[src/rtl/spi_ram_pkg.sv]
// Shared opcodes, frame FSM state type and payload-width helper for spi_ram_slave_p.
package spi_ram_pkg;

  localparam logic [1:0] OP_WR_ADDR = 2'b00;
  localparam logic [1:0] OP_WR_DATA = 2'b01;
  localparam logic [1:0] OP_RD_ADDR = 2'b10;
  localparam logic [1:0] OP_RD_DATA = 2'b11;

  typedef enum logic [2:0] {
    ST_IDLE,
    ST_CMD,
    ST_PAYLOAD,
    ST_EXEC,
    ST_TX,
    ST_DONE
  } state_t;

  function automatic int unsigned calc_pw(input int unsigned aw, input int unsigned dw);
    return (aw > dw) ? aw : dw;
  endfunction

endpackage

[src/rtl/spi_ram_mem.sv]
// Word memory with write/read address registers, range check and registered read data.
// Optional SPI_RAM_AUTO_INC_EN: post-access address increment with wrap at MEM_DEPTH-1.
module spi_ram_mem
  import spi_ram_pkg::*;
#(
  parameter int unsigned ADDR_WIDTH = 8,
  parameter int unsigned DATA_WIDTH = 8,
  parameter int unsigned MEM_DEPTH  = 256
) (
  input  logic                  clk,
  input  logic                  rst_n,
  input  logic                  i_wr_addr_we,
  input  logic                  i_wr_data_we,
  input  logic                  i_rd_addr_we,
`ifdef SPI_RAM_AUTO_INC_EN
  input  logic                  i_rd_commit,
`endif
  input  logic [ADDR_WIDTH-1:0] i_addr,
  input  logic [DATA_WIDTH-1:0] i_data,
  output logic [DATA_WIDTH-1:0] o_rd_data
);

  localparam logic [ADDR_WIDTH:0] DEPTH_W = (ADDR_WIDTH+1)'(MEM_DEPTH);

  logic [DATA_WIDTH-1:0] r_mem [MEM_DEPTH];
  logic [ADDR_WIDTH-1:0] r_wr_addr;
  logic [ADDR_WIDTH-1:0] r_rd_addr;
  logic [DATA_WIDTH-1:0] r_rd_data;
  logic                  w_wr_in_range;
  logic                  w_rd_in_range;

  assign w_wr_in_range = ({1'b0, r_wr_addr} < DEPTH_W);
  assign w_rd_in_range = ({1'b0, r_rd_addr} < DEPTH_W);
  assign o_rd_data     = r_rd_data;

  always_ff @(posedge clk) begin
    if (i_wr_data_we && w_wr_in_range) begin
      r_mem[r_wr_addr] <= i_data;
    end
  end

  // Read port tracks rd_addr every cycle so the word is ready when RD_DATA commits.
  always_ff @(posedge clk or negedge rst_n) begin
    if (!rst_n) begin
      r_rd_data <= '0;
    end else begin
      r_rd_data <= w_rd_in_range ? r_mem[r_rd_addr] : '0;
    end
  end

`ifdef SPI_RAM_AUTO_INC_EN
  localparam logic [ADDR_WIDTH-1:0] LAST_ADDR = ADDR_WIDTH'(MEM_DEPTH - 1);

  logic [ADDR_WIDTH-1:0] w_wr_next;
  logic [ADDR_WIDTH-1:0] w_rd_next;

  assign w_wr_next = (r_wr_addr == LAST_ADDR) ? '0 : r_wr_addr + 1'b1;
  assign w_rd_next = (r_rd_addr == LAST_ADDR) ? '0 : r_rd_addr + 1'b1;
`endif

  always_ff @(posedge clk or negedge rst_n) begin
    if (!rst_n) begin
      r_wr_addr <= '0;
      r_rd_addr <= '0;
    end else begin
      if (i_wr_addr_we) begin
        r_wr_addr <= i_addr;
      end
`ifdef SPI_RAM_AUTO_INC_EN
      else if (i_wr_data_we) begin
        r_wr_addr <= w_wr_next;
      end
`endif
      if (i_rd_addr_we) begin
        r_rd_addr <= i_addr;
      end
`ifdef SPI_RAM_AUTO_INC_EN
      else if (i_rd_commit) begin
        r_rd_addr <= w_rd_next;
      end
`endif
    end
  end

endmodule

[src/rtl/spi_ram_slave_p.sv]
// SPI slave frame engine (2-bit opcode + PW payload, MSB first) with attached word memory.
// Build option SPI_RAM_AUTO_INC_EN enables address auto-increment in spi_ram_mem.
module spi_ram_slave_p
  import spi_ram_pkg::*;
#(
  parameter int unsigned ADDR_WIDTH = 8,
  parameter int unsigned DATA_WIDTH = 8,
  parameter int unsigned MEM_DEPTH  = 256
) (
  input  logic clk,
  input  logic rst_n,
  input  logic SS_n,
  input  logic MOSI,
  output logic MISO,
  output logic frame_err
);

  localparam int unsigned PW = calc_pw(ADDR_WIDTH, DATA_WIDTH);
  localparam int unsigned CW = $clog2(PW) + 1;

  state_t                r_state;
  state_t                w_state_nxt;
  logic [CW-1:0]         r_cnt;
  logic [1:0]            r_op;
  logic [PW-1:0]         r_payload;
  logic [DATA_WIDTH-1:0] r_tx;
  logic                  r_miso;
  logic                  r_frame_err;
  logic [DATA_WIDTH-1:0] w_rd_data;
  logic                  w_abort;
  logic                  w_commit;
  logic                  w_op_last;
  logic                  w_pl_last;
  logic                  w_tx_last;

  assign w_op_last = (r_cnt == CW'(1));
  assign w_pl_last = (r_cnt == CW'(PW - 1));
  assign w_tx_last = (r_cnt == CW'(DATA_WIDTH));
  assign w_commit  = (r_state == ST_EXEC);
  assign MISO      = r_miso;
  assign frame_err = r_frame_err;

  always_comb begin
    w_state_nxt = r_state;
    w_abort     = 1'b0;
    case (r_state)
      ST_IDLE:    if (!SS_n) w_state_nxt = ST_CMD;
      ST_CMD: begin
        if (SS_n) begin
          w_abort     = 1'b1;
          w_state_nxt = ST_IDLE;
        end else if (w_op_last) begin
          w_state_nxt = ST_PAYLOAD;
        end
      end
      ST_PAYLOAD: begin
        if (SS_n) begin
          w_abort     = 1'b1;
          w_state_nxt = ST_IDLE;
        end else if (w_pl_last) begin
          w_state_nxt = ST_EXEC;
        end
      end
      // Commit is unconditional here; a late SS_n only suppresses the TX phase.
      ST_EXEC: begin
        if (SS_n)                     w_state_nxt = ST_IDLE;
        else if (r_op == OP_RD_DATA)  w_state_nxt = ST_TX;
        else                          w_state_nxt = ST_DONE;
      end
      ST_TX: begin
        if (SS_n) begin
          w_abort     = 1'b1;
          w_state_nxt = ST_IDLE;
        end else if (w_tx_last) begin
          w_state_nxt = ST_DONE;
        end
      end
      ST_DONE:    if (SS_n) w_state_nxt = ST_IDLE;
      default:    w_state_nxt = ST_IDLE;
    endcase
  end

  always_ff @(posedge clk or negedge rst_n) begin
    if (!rst_n) begin
      r_state     <= ST_IDLE;
      r_cnt       <= '0;
      r_op        <= '0;
      r_payload   <= '0;
      r_tx        <= '0;
      r_miso      <= 1'b0;
      r_frame_err <= 1'b0;
    end else begin
      r_state     <= w_state_nxt;
      r_frame_err <= w_abort;
      r_miso      <= 1'b0;
      case (r_state)
        ST_IDLE: r_cnt <= '0;
        ST_CMD: begin
          if (!SS_n) begin
            r_op  <= {r_op[0], MOSI};
            r_cnt <= w_op_last ? '0 : r_cnt + 1'b1;
          end
        end
        ST_PAYLOAD: begin
          if (!SS_n) begin
            r_payload <= {r_payload[PW-2:0], MOSI};
            r_cnt     <= r_cnt + 1'b1;
          end
        end
        // MSB goes straight to MISO; the counter tracks bits already presented.
        ST_EXEC: begin
          if (!SS_n && (r_op == OP_RD_DATA)) begin
            r_miso <= w_rd_data[DATA_WIDTH-1];
            r_tx   <= {w_rd_data[DATA_WIDTH-2:0], 1'b0};
            r_cnt  <= CW'(1);
          end
        end
        ST_TX: begin
          if (!SS_n && !w_tx_last) begin
            r_miso <= r_tx[DATA_WIDTH-1];
            r_tx   <= {r_tx[DATA_WIDTH-2:0], 1'b0};
            r_cnt  <= r_cnt + 1'b1;
          end
        end
        default: ;
      endcase
    end
  end

  spi_ram_mem #(
    .ADDR_WIDTH (ADDR_WIDTH),
    .DATA_WIDTH (DATA_WIDTH),
    .MEM_DEPTH  (MEM_DEPTH)
  ) u_mem (
    .clk          (clk),
    .rst_n        (rst_n),
    .i_wr_addr_we (w_commit && (r_op == OP_WR_ADDR)),
    .i_wr_data_we (w_commit && (r_op == OP_WR_DATA)),
    .i_rd_addr_we (w_commit && (r_op == OP_RD_ADDR)),
`ifdef SPI_RAM_AUTO_INC_EN
    .i_rd_commit  (w_commit && (r_op == OP_RD_DATA)),
`endif
    .i_addr       (r_payload[ADDR_WIDTH-1:0]),
    .i_data       (r_payload[DATA_WIDTH-1:0]),
    .o_rd_data    (w_rd_data)
  );

endmodule

[config.mk]
export PLATFORM = sky130hd
export DESIGN_NAME = spi_ram_slave_p
export DESIGN_NICKNAME = d
export VERILOG_FILES = /design/src/rtl/spi_ram_pkg.sv /design/src/rtl/spi_ram_mem.sv /design/src/rtl/spi_ram_slave_p.sv
export SDC_FILE = /design/constraint.sdc
export NUM_CORES = 2
export LEC_CHECK = 0
export ABC_AREA = 1
export CAP_MARGIN = 40
export CORE_ASPECT_RATIO = 1.75
export CORE_MARGIN = 2
export CORE_UTILIZATION = 35
export CTS_CLUSTER_SIZE = 24
export DETAILED_ROUTE_END_ITERATION = 8
export PLACE_DENSITY = 0.61
export REMOVE_ABC_BUFFERS = 1
export SETUP_SLACK_MARGIN = 0.15
export SYNTH_ARGS = -nofsm -noshare
export SYNTH_HDL_FRONTEND = slang
export SYNTH_SLANG_ARGS = --single-unit
[constraint.sdc]
create_clock -name clk -period 5 [get_ports clk]
set_clock_uncertainty 0.05 [all_clocks]
set_input_delay 0.75 -clock clk [delete_from_list [all_inputs] [get_ports clk]]
set_output_delay 0.75 -clock clk [all_outputs]
set_load 0.005 [all_outputs]
==> results.yml <==
detailed_routing:
  wl_per_cell_um: 23.5
  via_per_inst: 5.37
  drtAntennaViolNets: 0
  drc_errors: 0
  finalWirelength_um: 242000
  vias: 55300
  drt-initial-drc-count: 5791
  firstDrtPassIters: 6
timing:
  worstMarginPinSlew_ns: 1.28
  setup_viol: 0
  period_share_pct: 78.2
  fmax_ghz: 0.256
  slew_headroom_pct: 14.9
  hold_viol_final: 0
  fin_ws_ns: 1.09
  rsz0062_at_grt: "no"
  drv_slew: 0
  min_period_ns: 3.91
placement:
  dpl_worst_slack_ns: 1.26
  place_congestion: 0.907
  hpwlAfterDp_um: 144000
  port-buffer-count: 5
grt:
  overflow: 0
  grt_max_degree: 196
  grt_pass1_vias: 54700
  grt_pass1_wl_um: 356000
  grt_usage_pct: 19.1
  antenna_found_initial: 5
finish:
  final_cell_mix: "nand2_1 (2,154), edfxtp_1 (2,048), nand3_1 (2,025), nor2_1 (275), clkbuf_16 (177)"
  final_common_cell: "nand2_1"
  drive_above_1_share_pct: 6.60
  nets: 7046
  fillers: 22700
  post-route-util_pct: 39.0
  syn2layout_area_growth_pct: 10.9
clock_network:
  cts_tree: "done"
  clkSinkCount: 2098
  clock_latency_ns: 0.84
  cts_made_buffers: 176
  cts_max_path_buffers: 4
  htree_levels: 4
  clk_pin_slew_worst_paths_ns: 0.08
  root_buffer: "clkbuf_16"
run:
  max-cap-violations: 0
die:
  die-area_um2: 248000
  io_pins: 6
  rows: 239
  die_w_um: 377
  die_height_um: 657
  design.core.area_um2: 242000
  start_util_pct: 35.2
critical_path:
  crit-reg2reg-launch: "u_mem.r_rd_addr[0]"
  regToRegSetupSlack_ns: 1.09
  required_ns: 5.73
  r2r_end: "u_mem.o_rd_data[1]"
  crit_type: "flop to flop"
  critPathLaunchType: "flop"
  arrival_ns: 4.64
  crit_path_max_fanout: 154
  rr_worst_depth: 12
  endpoint_kind: "flop"
pwr:
  leakagePower_uw: 0.0321
  ir_drop_mv: 0.614
  p_per_area_nw_per_um2: 592
  total_power_uw: 55900
status:
  status: "finished, final reports clean"
logic_synthesis:
  synth_ff_type: "edfxtp_1"
  synthDistinctLibCells: 29
  syn_avg_cell_area_um2: 11.9
  syn_area_um2: 85200
  synth_top_area_share_pct: 72.2
  yosys_warnings: 0
  async_flop_share_pct: 2.38
  syn_inst: 7178
  synth_edf_count: 2048
  netlist_top_cells_area: "edfxtp_1 (72%), nand3_1 (12%), nand2_1 (9.5%)"
  seq_area_frac_synth_pct: 73.7
  synth-seq-cells: 2098
  yosysTopAreaCell: "edfxtp_1"
hold_path:
  hp-class: "primary input to asynchronous set/reset pin"
## cell usage after synthesis, types with 3 or more instances
master and count:
ha_1 3, dfrtp_1 50, edfxtp_1 2048, nor2_2 3
clkbuf_1 114, buf_2 284, o211ai_1 5, nand2_1 2154
a21oi_1 6, nand3_1 2025, nor2_1 276, o21ai_0 37
buf_4 32, buf_1 41, nand2_2 16, inv_1 48
buf_6 16, nor3_4 4
## registers in the layout (all words and copies together) (netlist names)
name             flops
frame_err            1
u_mem.o_rd_data      8
MISO                 1
u_mem.r_wr_addr      8
r_op                 2
r_state              3
u_mem.r_mem       2048
r_tx                 7
r_cnt                4
u_mem.r_rd_addr      8
r_payload            8
## routing by layer
layer	routed length [um]	up-vias	global-route usage [%]
met2	124000	2278	33.9
met1	85800	27300	21.4
met4	18500	4	13.3
met5	23	-	0
li1	-	25100	-
met3	13900	626	2.05
## power breakdown
part,leakage [uW],internal [uW],switching (uW)
Sequential,0.0190,22100,903
Clock,0.00284,7880,6290
Combinational,0.0102,4510,14300
## critical path, cell delays in order, from the launching register on
cell and delay, ns:
dfrtp_4 0.70, inv_16 0.45, buf_12 0.45, nand2_1 0.10, nand3_1 0.12, nand3_1 0.08
nand3_1 0.15, nand3_1 0.37, nand3_1 0.37, nand3_1 0.22, nand2_1 0.15, nand2_1 0.06
nand2_1 0.08
## what timing repair did
item                      CTS  global route
buffers inserted            0             0
hold endpoints to repair   19             0
hold buffers                1             0
resized for setup           0             0
## worst max path at each step
stage,depth (start not counted),slack (ns),to,start
after floorplan,11,-37.65,u_mem.o_rd_data[2],u_mem.r_rd_addr[0]
after global placement,13,1.18,u_mem.o_rd_data[4],u_mem.r_rd_addr[1]
after detailed placement,13,1.26,u_mem.o_rd_data[4],u_mem.r_rd_addr[1]
after CTS,13,1.25,u_mem.o_rd_data[4],u_mem.r_rd_addr[1]
after global routing,13,1.12,u_mem.o_rd_data[4],u_mem.r_rd_addr[1]
final,12,1.09,u_mem.o_rd_data[1],u_mem.r_rd_addr[0]
## logic make-up (layout without fill, tap and decap cells)
| kind of cell | count (synthesis) | after routing | synth area share (%) |
|---|---|---|---|
| AO/OA/AOI/OAI | 58 | 58 | 0.376 |
| other | 0 | 2 | 0 |
| AND/OR/NAND/NOR | 4481 | 4481 | 22.8 |
| flip-flops | 2098 | 2098 | 73.7 |
| buffers and inverters | 538 | 530 | 3.07 |
| adder cells (fa/ha/maj) | 3 | 3 | 0.0441 |
## cell type report
| type | count | area, um^2 | share of cell area (%) |
|---|---|---|---|
| well taps | 3133 | 3920 | 4.15 |
| inverters | 51 | 225 | 0.238 |
| repair buffers | 170 | 1940 | 2.05 |
| flip-flops and latches | 2098 | 62800 | 66.5 |
| multi-input cells | 4542 | 19800 | 21.0 |
| diodes | 2 | 5.00 | 0.00530 |
| clock inverters | 103 | 1180 | 1.25 |
| clock buffers | 206 | 4590 | 4.86 |
## per-stage QoR
stage / instance area [um^2] / setup TNS [ns] / hold WS, ns / instances
2_1_floorplan: 82800 / -314.98 / 0.404 / 6691
3_3_place_gp: 88100 / 0 / 0.428 / 9945
3_5_place_dp: 88700 / 0 / 0.433 / 9990
4_1_cts: 94400 / 0 / 0.420 / 10300
5_1_grt: 94500 / 0 / 0.465 / 10300
6_report: 94500 / 0 / 0.450 / 10300
Note: power is estimated with default switching activity, not from simulation.
